==> src/rtl/board_io_pkg.sv <==
// board_io_pkg
//   Shared constants and types for the board input conditioner.
//   - RAM_ADDR_W / DISPLAY_W : widths of the switch buses.
//   - DEBOUNCE_CYCLES_DEF    : default stable-cycle count before an input is accepted.
//   - RST_STRETCH_DEF        : default number of cycles rst is held after its sources drop.
//   - cond_in_t              : bundle of all conditioned inputs, MSB first
//                              {ram_addr, display, frequency, btn_rst, btn_pcenclr}.
package board_io_pkg;

   localparam int RAM_ADDR_W          = 6;
   localparam int DISPLAY_W           = 3;
   localparam int DEBOUNCE_CYCLES_DEF = 1000000;
   localparam int RST_STRETCH_DEF     = 4000000;

   typedef struct packed {
      logic [RAM_ADDR_W-1:0] ram_addr;
      logic [DISPLAY_W-1:0]  display;
      logic                  frequency;
      logic                  btn_rst;
      logic                  btn_pcenclr;
   } cond_in_t;

   localparam int COND_W = $bits(cond_in_t);

   // Bits [COND_W-1:2] are switches (they raise sw_event); [1:0] are buttons.
   localparam int BTN_BITS = 2;

endpackage

==> src/rtl/debounce_cell.sv <==
// debounce_cell
//   Conditions one raw board input bit: 2-flop synchronizer, then a stable
//   counter that only lets a new level through after DEBOUNCE_CYCLES
//   consecutive differing samples.
//   Macro INPUT_DEBOUNCE_EN: when undefined the counter is removed and the
//   accepted state simply follows the synchronizer (2-edge latency).
// Ports:
//   clk    in  board clock
//   rst_n  in  asynchronous active-low reset
//   din    in  raw asynchronous input bit
//   state  out accepted (debounced) level
//   upd    out high in the cycle before state changes; the new value is
//              visible after the next rising edge
module debounce_cell
   import board_io_pkg::*;
#(
   parameter int DEBOUNCE_CYCLES = DEBOUNCE_CYCLES_DEF
) (
   input  logic clk,
   input  logic rst_n,
   input  logic din,
   output logic state,
   output logic upd
);

`ifdef INPUT_DEBOUNCE_EN

   localparam int              CNT_W    = $clog2(DEBOUNCE_CYCLES);
   localparam logic [CNT_W-1:0] CNT_LAST = CNT_W'(DEBOUNCE_CYCLES - 1);

   logic             sync1_reg;
   logic             sync2_reg;
   logic             state_reg;
   logic [CNT_W-1:0] cnt_reg;
   logic             differ;

   assign differ = sync2_reg ^ state_reg;
   // The final differing sample both commits the new level and clears the
   // counter, so the counter never wraps.
   assign upd    = differ && (cnt_reg == CNT_LAST);

   always_ff @(posedge clk or negedge rst_n) begin
      if (!rst_n) begin
         sync1_reg <= 1'b0;
         sync2_reg <= 1'b0;
         state_reg <= 1'b0;
         cnt_reg   <= '0;
      end else begin
         sync1_reg <= din;
         sync2_reg <= sync1_reg;
         if (!differ) begin
            cnt_reg <= '0;
         end else if (upd) begin
            state_reg <= sync2_reg;
            cnt_reg   <= '0;
         end else begin
            cnt_reg <= cnt_reg + 1'b1;
         end
      end
   end

`else

   // Without debouncing the state flop doubles as the second synchronizer
   // stage, which gives the 2-edge latency.
   logic sync1_reg;
   logic state_reg;

   assign upd = sync1_reg ^ state_reg;

   always_ff @(posedge clk or negedge rst_n) begin
      if (!rst_n) begin
         sync1_reg <= 1'b0;
         state_reg <= 1'b0;
      end else begin
         sync1_reg <= din;
         state_reg <= sync1_reg;
      end
   end

`endif

   assign state = state_reg;

endmodule

==> src/rtl/board_input_cond.sv <==
// board_input_cond
//   Synchronizes and debounces the board switches/buttons, stretches the
//   pipeline reset and flags switch changes. Everything runs on the
//   undivided board clock.
//   Macro INPUT_DEBOUNCE_EN: defined = full debounce; undefined = 2-edge
//   pass-through (DEBOUNCE_CYCLES ignored), stretcher and sw_event unchanged.
// Ports:
//   clk              in  board clock
//   rst_n            in  asynchronous active-low reset
//   sw_ram_addr_in   in  raw DM display address switches [5:0]
//   sw_display_in    in  raw display selector switches [2:0]
//   sw_frequency_in  in  raw clock speed select switch
//   btn_rst_in       in  raw pipeline reset button
//   btn_pcenclr_in   in  raw PC-enable clear button
//   ram_addr         out debounced address [5:0]
//   display          out debounced selector [2:0]
//   frequency        out debounced speed select
//   rst              out active-high stretched pipeline reset
//   PCenclr          out debounced button level
//   sw_event         out one-cycle pulse when any switch output changes
module board_input_cond
   import board_io_pkg::*;
#(
   parameter int DEBOUNCE_CYCLES = DEBOUNCE_CYCLES_DEF,
   parameter int RST_STRETCH     = RST_STRETCH_DEF
) (
   input  logic                  clk,
   input  logic                  rst_n,
   input  logic [RAM_ADDR_W-1:0] sw_ram_addr_in,
   input  logic [DISPLAY_W-1:0]  sw_display_in,
   input  logic                  sw_frequency_in,
   input  logic                  btn_rst_in,
   input  logic                  btn_pcenclr_in,
   output logic [RAM_ADDR_W-1:0] ram_addr,
   output logic [DISPLAY_W-1:0]  display,
   output logic                  frequency,
   output logic                  rst,
   output logic                  PCenclr,
   output logic                  sw_event
);

   localparam int               STR_W    = $clog2(RST_STRETCH + 1);
   localparam logic [STR_W-1:0] STR_LOAD = STR_W'(RST_STRETCH);

   cond_in_t            raw_in;
   cond_in_t            cond_st;
   logic [COND_W-1:0]   state_bus;
   logic [COND_W-1:0]   upd_bus;
   logic [STR_W-1:0]    stretch_reg;
   logic                sw_event_reg;
   logic                stretch_load;

   assign raw_in.ram_addr    = sw_ram_addr_in;
   assign raw_in.display     = sw_display_in;
   assign raw_in.frequency   = sw_frequency_in;
   assign raw_in.btn_rst     = btn_rst_in;
   assign raw_in.btn_pcenclr = btn_pcenclr_in;

   generate
      for (genvar gi = 0; gi < COND_W; gi++) begin : g_cell
         debounce_cell #(
            .DEBOUNCE_CYCLES (DEBOUNCE_CYCLES)
         ) u_cell (
            .clk   (clk),
            .rst_n (rst_n),
            .din   (raw_in[gi]),
            .state (state_bus[gi]),
            .upd   (upd_bus[gi])
         );
      end
   endgenerate

   assign cond_st = cond_in_t'(state_bus);

   // Reload while the debounced button is held, and also on the cycle it is
   // being accepted, so rst rises on the same edge the button qualifies.
   // On release the final reload happens on the edge the state drops, so
   // rst falls exactly RST_STRETCH cycles later.
   assign stretch_load = cond_st.btn_rst | upd_bus[1];

   always_ff @(posedge clk or negedge rst_n) begin
      if (!rst_n) begin
         stretch_reg  <= STR_LOAD;
         sw_event_reg <= 1'b0;
      end else begin
         sw_event_reg <= |upd_bus[COND_W-1:BTN_BITS];
         if (stretch_load) begin
            stretch_reg <= STR_LOAD;
         end else if (stretch_reg != '0) begin
            stretch_reg <= stretch_reg - 1'b1;
         end
      end
   end

   assign ram_addr  = cond_st.ram_addr;
   assign display   = cond_st.display;
   assign frequency = cond_st.frequency;
   assign PCenclr   = cond_st.btn_pcenclr;
   assign rst       = (stretch_reg != '0);
   assign sw_event  = sw_event_reg;

endmodule

==> config.mk <==
export PLATFORM = sky130hd
export DESIGN_NAME = board_input_cond
export DESIGN_NICKNAME = d
export VERILOG_FILES = /design/src/rtl/board_io_pkg.sv /design/src/rtl/debounce_cell.sv /design/src/rtl/board_input_cond.sv
export SDC_FILE = /design/constraint.sdc
export NUM_CORES = 1
export LEC_CHECK = 0
export ABC_AREA = 1
export CORE_MARGIN = 8
export CORE_UTILIZATION = 35
export CTS_CLUSTER_SIZE = 16
export DETAILED_ROUTE_END_ITERATION = 8
export GPL_TIMING_DRIVEN = 0
export PLACE_DENSITY_LB_ADDON = 0.12
export SLEW_MARGIN = 20
export SYNTH_ARGS = -nofsm -noshare
export SYNTH_HDL_FRONTEND = slang
export SYNTH_SLANG_ARGS = --single-unit
==> constraint.sdc <==
create_clock -name clk -period 3.15 [get_ports clk]
set_input_delay 0.315 -clock clk [delete_from_list [all_inputs] [get_ports clk]]
set_output_delay 0.315 -clock clk [all_outputs]
set_load 0.02 [all_outputs]
# Word-level counts from Yosys, hierarchy flattened
# Cells that the tools add are included.
# classes
n_addsub,1
mul,0
div_mod_pow,0
magnitude_cmp,0
eq_ne,0
shift,0
mux,2
n_bitwise,12
reduce_logical,3
# ops
cell,count
$mux W22,2
$reduce_bool A22 Y1,1
$sub A22 B1 Y22 const B,1
$xor A1 B1 Y1,11
$reduce_or A10 Y1,1
$reduce_bool A2 Y1,1
$or A1 B1 Y1,1
# totals
ff_bits,47
latchBits,0
ram_bits,0
mem_bits_ro,0
in_bits,14
output_inout_bits,13
elab_cells,44
n_memories,0

# Longest topological paths before layout
# logic_depth
ltp_word,3
mapped_depth,8
ltp_nobuf,8

# Cells and area by module
# Synthesis repeated with hierarchy kept, for this count alone.
# unflattened
cells_unflattened,295
hier_area_um2,2377.3
# modules_own_cells
mod,instances,cells_each,area_per_inst_um2
board_input_cond,1,211,1551.5
debounce_cell,12,7,68.8

# Least setup slack after synthesis
# Ideal clock, no wire load.
# synth_timing
path_type,flip-flop to output port
start,register stretch_reg[0]
end,output rst
t_arrival_ns,1.222
required_ns,2.835
setup_slack_ns,1.613
stages_incl_launch_ff,7
cell_sequence,dfrtp_1 > inv_1 > ha_1 > nand2_2 > nor2_4 > nand3_4 > buf_6
# synth_via
elab_chain_len,1
# synth_rtl
item,line_no,source
from (decl),board_input_cond.sv:49,logic [STR_W-1:0] stretch_reg;
from (signal assigned),board_input_cond.sv:90,stretch_reg <= stretch_reg - 1'b1;
$reduce_bool A22 Y1,board_input_cond.sv:99,assign rst = (stretch_reg != '0);
to (decl),board_input_cond.sv:37,"output logic rst,"
# No other way between the ends.

# Worst setup path after layout
# Ends and elaborated chain as after synthesis.

==> impl_table.tex <==
\begin{tabular}{lr}
\hline
Metric & Value \\
\hline
\multicolumn{2}{l}{\textbf{Logic synthesis}} \\
Post-synth cell types & 29 \\
Flop and latch count out of synthesis & 47 \\
Count of mapped cells out of synthesis & roughly 240 \\
Yosys synthesis warning count & 0 \\
Sequential area share after synthesis & 0.531 \\
Syn Std Cell Area & 2230 um2 \\
Synthesized net count & 259 \\
Avg Synthesized Cell Area & 9.14 um2 \\
\multicolumn{2}{l}{\textbf{Clocking}} \\
H-tree level count & 2 \\
TritonCTS clock tree & yes \\
Worst skew pair latency & 0.30 ns \\
Clock-pin slew reported for the worst setup and hold paths after clock tree synthesis & 0.09 ns \\
Clock buffers created by TritonCTS & 5 \\
Clock tree root driver cell & clkbuf\_8 \\
Maximum clock insertion buffer count & 2 \\
Number of sinks on the clock net & 47 \\
\multicolumn{2}{l}{\textbf{Critical path}} \\
Slowest cell on the critical path & clkdlybuf4s50\_1 \\
Element type at the critical path end & output pin \\
Worst setup SP type & flip-flop \\
Biggest cell delay along the critical path & $\sim$0.54 ns \\
Kind of cell adding the most delay to the critical path & buffers and inverters \\
Number of buffer and inverter instances along the worst setup path & 3 \\
Required arrival time at the worst endpoint & 2.83 ns \\
Kind of critical path & flip-flop to output pin \\
Data arrival, critical path & 2.24 ns \\
Chain of cells forming the critical path & inv\_1 -> ha\_1 -> nand2\_2 -> nor2\_4 -> nand3\_4 -> buf\_6 -> clkdlybuf4s50\_1 \\
Worst Path Max Fanout & 10 \\
\multicolumn{2}{l}{\textbf{Detailed routing}} \\
Number of vias per cell & $\sim$4.6 \\
Antenna Nets Post-Route & 0 \\
DRC & 0 \\
Routed vias & 1660 \\
Routed Wire Length & 4.43 mm \\
Routed WL per cell & 12.4 um \\
Number of DRC markers after the initial detailed-route iteration & 93 \\
First drt pass iteration count & 4 \\
\multicolumn{2}{l}{\textbf{Final layout}} \\
Total of fill cells in the finished design & about 660 \\
Share of layout cells above drive strength 1 & 0.171 \\
Number of nets in the layout & 294 \\
Number of antenna repair diodes & 0 \\
Core Util, Final & 0.433 \\
Flip-flop count of the largest register after layout & 22 \\
Area growth syn-to-layout & 21.1\% \\
\multicolumn{2}{l}{\textbf{Timing}} \\
Top achievable clock speed & 0.391 GHz \\
Number of failing setup endpoints in the final timing report & 0 \\
Final setup TNS & 0 ns \\
Hold Violations, Final & 0 \\
Final cycle utilization of the critical path & 0.812 \\
RSZ-0062 raised after global routing & false \\
Slew Viols, Final & 0 \\
Worst setup skew after layout & 0.00616 ns \\
Slew headroom & 0.642 \\
Least-Margin Pin Slew & 0.537 ns \\
Minimum clock period & 2.56 ns \\
\multicolumn{2}{l}{\textbf{Placed design}} \\
Half-perimeter wire length after detailed placement & 3.36 mm \\
Routability Congestion & 0.821 \\
\# port buffers & 26 \\
\multicolumn{2}{l}{\textbf{Floorplan}} \\
Die extent in x & 95.8 um \\
Count of boundary I/O pins & 27 \\
Effective utilization at floorplan & 0.357 \\
Y dimension of the die & 95.8 um \\
Core area & approximately 6200 um2 \\
Die Area & 9180 um2 \\
Number of core rows & 29 \\
\multicolumn{2}{l}{\textbf{Global route}} \\
Global-route wire length before repair & 8.00 mm \\
Via count of the first global-routing pass & 1649 \\
Antenna violations before repair & 0 \\
GR Util All Layers & 0.112 \\
Maximum number of pins on one net before global-route repair & 26 \\
GRT overflow & 0 \\
\multicolumn{2}{l}{\textbf{Status}} \\
Result of the run & finished clean \\
\multicolumn{2}{l}{\textbf{Hold path}} \\
Worst hold path type & flip-flop to flip-flop \\
\multicolumn{2}{l}{\textbf{Power and ir drop}} \\
Power density of the placed cells & 439 nW/um2 \\
Static Leak & 1.29 nW \\
Total design power & 1.19 mW \\
Peak supply drop & between 0.15 and 0.2 mV \\
\multicolumn{2}{l}{\textbf{Job}} \\
Max-capacitance violation count & 0 \\
\hline
\end{tabular}
## synth_stat cells (all sizes together)
cell type | number | area share
dfstp | 7 | 0.082
ha | 1 | 0.0056
xnor2 | 3 | 0.012
o21ai | 4 | 0.0090
nand3 | 25 | 0.062
o211a | 1 | 0.0045
inv | 25 | 0.042
a21o | 5 | 0.017
nor3 | 3 | 0.0067
nand3b | 1 | 0.0034
clkbuf | 1 | 0.0017
nand2 | 40 | 0.071
bufinv | 1 | 0.0079
nor2 | 49 | 0.11
xor2 | 5 | 0.020
dfrtp | 40 | 0.45
o31ai | 1 | 0.0034
or2 | 6 | 0.017
a21oi | 6 | 0.015
nand4 | 10 | 0.028
buf | 10 | 0.035
## worst reg2reg max path, stage by stage (launching register included)
cell and delay (ns):
dfrtp_1 0.40, inv_1 0.08, ha_1 0.27, nand2_2 0.14
nor2_4 0.17, nand3_4 0.15, buf_6 0.19, nand4_1 0.08
inv_1 0.06
## report_power, final
part	leakage, nW	switching (mW)	total [mW]	internal [mW]
logic	0.681	0.0996	0.177	0.0771
registers	0.567	0.0193	0.648	0.629
clock network	0.0454	0.202	0.361	0.159
## through the flow
step	area (um2)	hold slack, ns	std cells	setup WS, ns
final	2700	0.365	357	0.591
after detailed placement	2600	0.334	348	0.912
after floorplan	2230	0.0194	244	1.61
after CTS	2700	0.368	357	0.568
after global routing	2700	0.381	357	0.430
after global placement	2590	0.334	347	0.371
## final cells by class
cell class / count / area, um2 / area share
sequential: 47 / 1180 / 0.438
multi-input combinational: 160 / 852 / 0.315
timing repair buffer: 28 / 285 / 0.106
inverter: 26 / 111 / 0.0412
tap: 77 / 96.3 / 0.0356
buffer: 11 / 82.6 / 0.0306
clock buffer: 6 / 72.6 / 0.0269
clock inverter: 2 / 17.5 / 0.00648
## metal layers
layer,wire [um],global-route usage
met1,2080,0.144
met2,2070,0.179
met3,220,0.0289
met4,59,0.0346
met5,0,0
## layout by cell type, fill, tap and decap left out, types with 2 or more instances in the layout
cell             synthesis  routed
xor2_1                   5       5
nor2_1                  39      39
nor3_1                   3       3
dfrtp_1                 40      40
a21oi_1                  5       5
nand2_2                  3       3
clkbuf_8                 0       5
nor2_2                   5       5
dfstp_2                  7       7
xnor2_1                  3       3
or2_2                    6       6
nand2_1                 37      37
clkinv_4                 0       2
nor2_4                   4       4
nand4_1                 10      10
buf_4                    9       9
o21ai_0                  3       3
a21o_1                   5       5
clkdlybuf4s50_1          0      25
clkbuf_1                 1       2
nand3_1                 24      24
inv_1                   25      25
## what timing repair did
item | 4_1_cts | 5_1_grt
endpoints found under the setup margin | 0 | 0
endpoints found under the hold margin | 1 | 0
setup buffers | 0 | 0
hold buffers | 1 | 0
resized for setup | 0 | 0
## final timing paths
path                       cells after the start  slack (ns)                  startpoint                    endpoint
max in group asynchronous                      3        2.03                       rst_n             stretch_reg[19]
min                                            0        0.37  g_cell[0].u_cell.sync1_reg      g_cell[0].u_cell.state
min reg2reg                                    0        0.37  g_cell[0].u_cell.sync1_reg      g_cell[0].u_cell.state
max                                            7        0.59              stretch_reg[0]                         rst
max reg2reg                                    8        1.50              stretch_reg[0]              stretch_reg[5]
min in group asynchronous                      2        0.53                       rst_n  g_cell[7].u_cell.sync1_reg
## cell families (layout without fill, tap and decap cells)
family          count (synthesis)  in the layout  share of synthesized area
xor+xnor                        8              8                     0.0314
compound gates                 17             17                     0.0488
flops                          47             47                      0.531
fa+ha+maj                       1              1                    0.00561
simple gates                  134            134                      0.296
buf+inv                        37             73                     0.0869
No activity file was read; power rests on OpenSTA's default activity.
==> variant: new RTL, config.mk and constraints unchanged <==
Change the package constant `RST_STRETCH_DEF` from 4000000 to 1000000.
--- a/src/rtl/board_io_pkg.sv
+++ b/src/rtl/board_io_pkg.sv
@@ -11,5 +11,5 @@
    localparam int DISPLAY_W           = 3;
    localparam int DEBOUNCE_CYCLES_DEF = 1000000;
-   localparam int RST_STRETCH_DEF     = 4000000;
+   localparam int RST_STRETCH_DEF     = 1000000;
 
    typedef struct packed {
Formal check against the unedited RTL: no difference found for any inputs over 10 cycles, from zero or initial values and one cycle with rst_n low; that may be too few to reach the edited logic, so the function may still have changed.
==> variant against the unedited design <==
- worst setup slack better by 0.17 ns
- sequential cell count is 2 lower
- design area down 1.2%
- largest power group unchanged
- clock power down 1%
- routed wire length up 4.3%
- maximum frequency increased by 7.1%
- total power down 5.1%
- synthesized cell count grew 5.3%
- synthesized area decreased by 1.5%
==> variant: results (changes against the unedited design) <==
status=finished, final reports clean; vias in the first global route=1,644 (-0.30%); Mapped Nets=273 (+5.4%); antenna diode count=0 (unchanged); Clock Latency Late Sink=0.30 ns (about the same); Netlist cell types=24 (-17%); static leakage=1.28 nW (-0.95%); Post-Layout Cell Count=370 (+3.6%); initial antenna violation count=0 (unchanged); pin count of the biggest net entering global routing=30 (+15%); DP Area=2570 sq um (-1.3%); crit path max fanout=7 (-3); Reg clk slew, reported paths=0.09 ns (about the same); Synth area leaders=dfrtp_1 43%, nand2_1 8.9%, dfstp_2 8.4%; clock buffer depth=2 (unchanged); critical path arrival=2.07 ns (-0.17 ns); global-route wire length before repair=7980 um (-0.26%); worst hold path type=flop to flop; initial DRC count=58 (-38%); fill count=613 (-6.8%); R2R cell count=7 (-1); Largest register FFs=20 (-9.1%); placed instance count=361 (+3.7%); max-slew violations=0 (unchanged); mux share of post-synthesis cell area=0 (unchanged); Cells after Synth=257 (+5.3%); final net count=308 (+4.8%); compound-cell area share of the yosys netlist=0.0251 (-0.0237); drt total wl=4610 um (+4.3%); GRT Total Usage=0.113 (+0.00157); Seq/Total Area, Yosys=0.517 (-0.0146); root buffer cell=clkbuf_8; Pre-antenna DRT Iters=4 (unchanged); number of routed nets with antenna violations=0 (unchanged); via/cell ratio=4.49 (-3.3%); HPWL after DPL=3520 um (+4.7%); slowest stage cell, crit path=clkdlybuf4s50_1; GP Congestion=0.879 (+7.0%); Largest stage delay, worst path=0.56 ns (+0.02 ns); Final Skew=0.00766 ns (+0.00150 ns); Post-synth top cells=52 x nand2_1, 44 x nor2_1, 38 x dfrtp_1; H-tree depth=2 (unchanged); share of cells above drive strength 1=0.171 (-0.000780); worst-margin pin slew=0.431 ns (-0.106 ns); Synth Area in XOR/XNOR=0.0319 (+0.000483); adder-cell area share of the yosys netlist=0.0114 (+0.00578); maximum vdd drop=0.151 mV (-13%); hold depth=0 (unchanged)
[variant: cell count changes in the layout (fill, tap and decap cells not counted), sizes merged, moves of 2 or more]
cell / delta
nand2: +16
inv: +6
a21o: -5
nor2: +5
clkbuf: -2
dfrtp: -2
nand3: -2
or2: -2
xnor2: -2
xor2: +2
[variant: cells by family (layout without fill, tap and decap cells)]
| kind of cell | Yosys count | in the layout |
|---|---|---|
| AND/OR/NAND/NOR | 151 | 151 |
| flip-flops | 45 | 45 |
| AO/OA/AOI/OAI | 11 | 11 |
| XOR/XNOR | 8 | 8 |
| buffers and inverters | 40 | 76 |
| adder cells (fa/ha/maj) | 2 | 2 |
[variant: report_power, final]
| group | internal [mW] | total (mW) | leakage (nW) | switching [mW] |
|---|---|---|---|---|
| Combinational | 0.0641 | 0.150 | 0.697 | 0.0862 |
| Clock | 0.157 | 0.357 | 0.0445 | 0.200 |
| Sequential | 0.601 | 0.618 | 0.540 | 0.0167 |
| Total | 0.823 | 1.13 | 1.28 | 0.303 |
[variant: worst paths after layout]
kind | endpoint | slack (ns) | from
min in group asynchronous | g_cell[8].u_cell.sync1_reg | 0.47 | rst_n
max | rst | 0.76 | stretch_reg[0]
max in group asynchronous | stretch_reg[9] | 2.11 | rst_n
min | g_cell[0].u_cell.state | 0.35 | g_cell[0].u_cell.sync1_reg
min reg2reg | g_cell[0].u_cell.state | 0.35 | g_cell[0].u_cell.sync1_reg
max reg2reg | stretch_reg[8] | 1.40 | stretch_reg[0]
[variant: per-stage QoR]
| step | util | hold WS (ns) | setup slack (ns) |
|---|---|---|---|
| after CTS | 0.430 | 0.354 | 0.737 |
| after global placement | 0.412 | 0.334 | 0.503 |
| final | 0.430 | 0.351 | 0.761 |
| after detailed placement | 0.414 | 0.279 | 1.08 |
| after floorplan | - | 0.0194 | 1.68 |
| after global routing | 0.430 | 0.360 | 0.598 |
[variant: per-layer routing]
| layer | vias up | part of all wire | global-route usage |
|---|---|---|---|
| met2 | 45 | 0.43 | 0.170 |
| met4 | 0 | 0.026 | 0.0559 |
| met3 | 9 | 0.062 | 0.0307 |
| met5 | - | 0 | 0 |
| li1 | 869 | - | - |
| met1 | 740 | 0.48 | 0.147 |
[variant: cell type report]
class                           count  share of cell area
Multi-Input combinational cell    172               0.329
Clock inverter                      3             0.00797
Sequential cell                    45               0.425
Timing Repair Buffer               28               0.107
Inverter                           30              0.0422
Clock buffer                        5              0.0258
Tap cell                           77              0.0361
Buffer                             10              0.0272
[variant: repair_timing]
action | in CTS | in global routing
hold buffers | 1 | 0
hold endpoints to repair | 12 | 0
buffers inserted | 0 | 0
gates resized for setup | 0 | 0
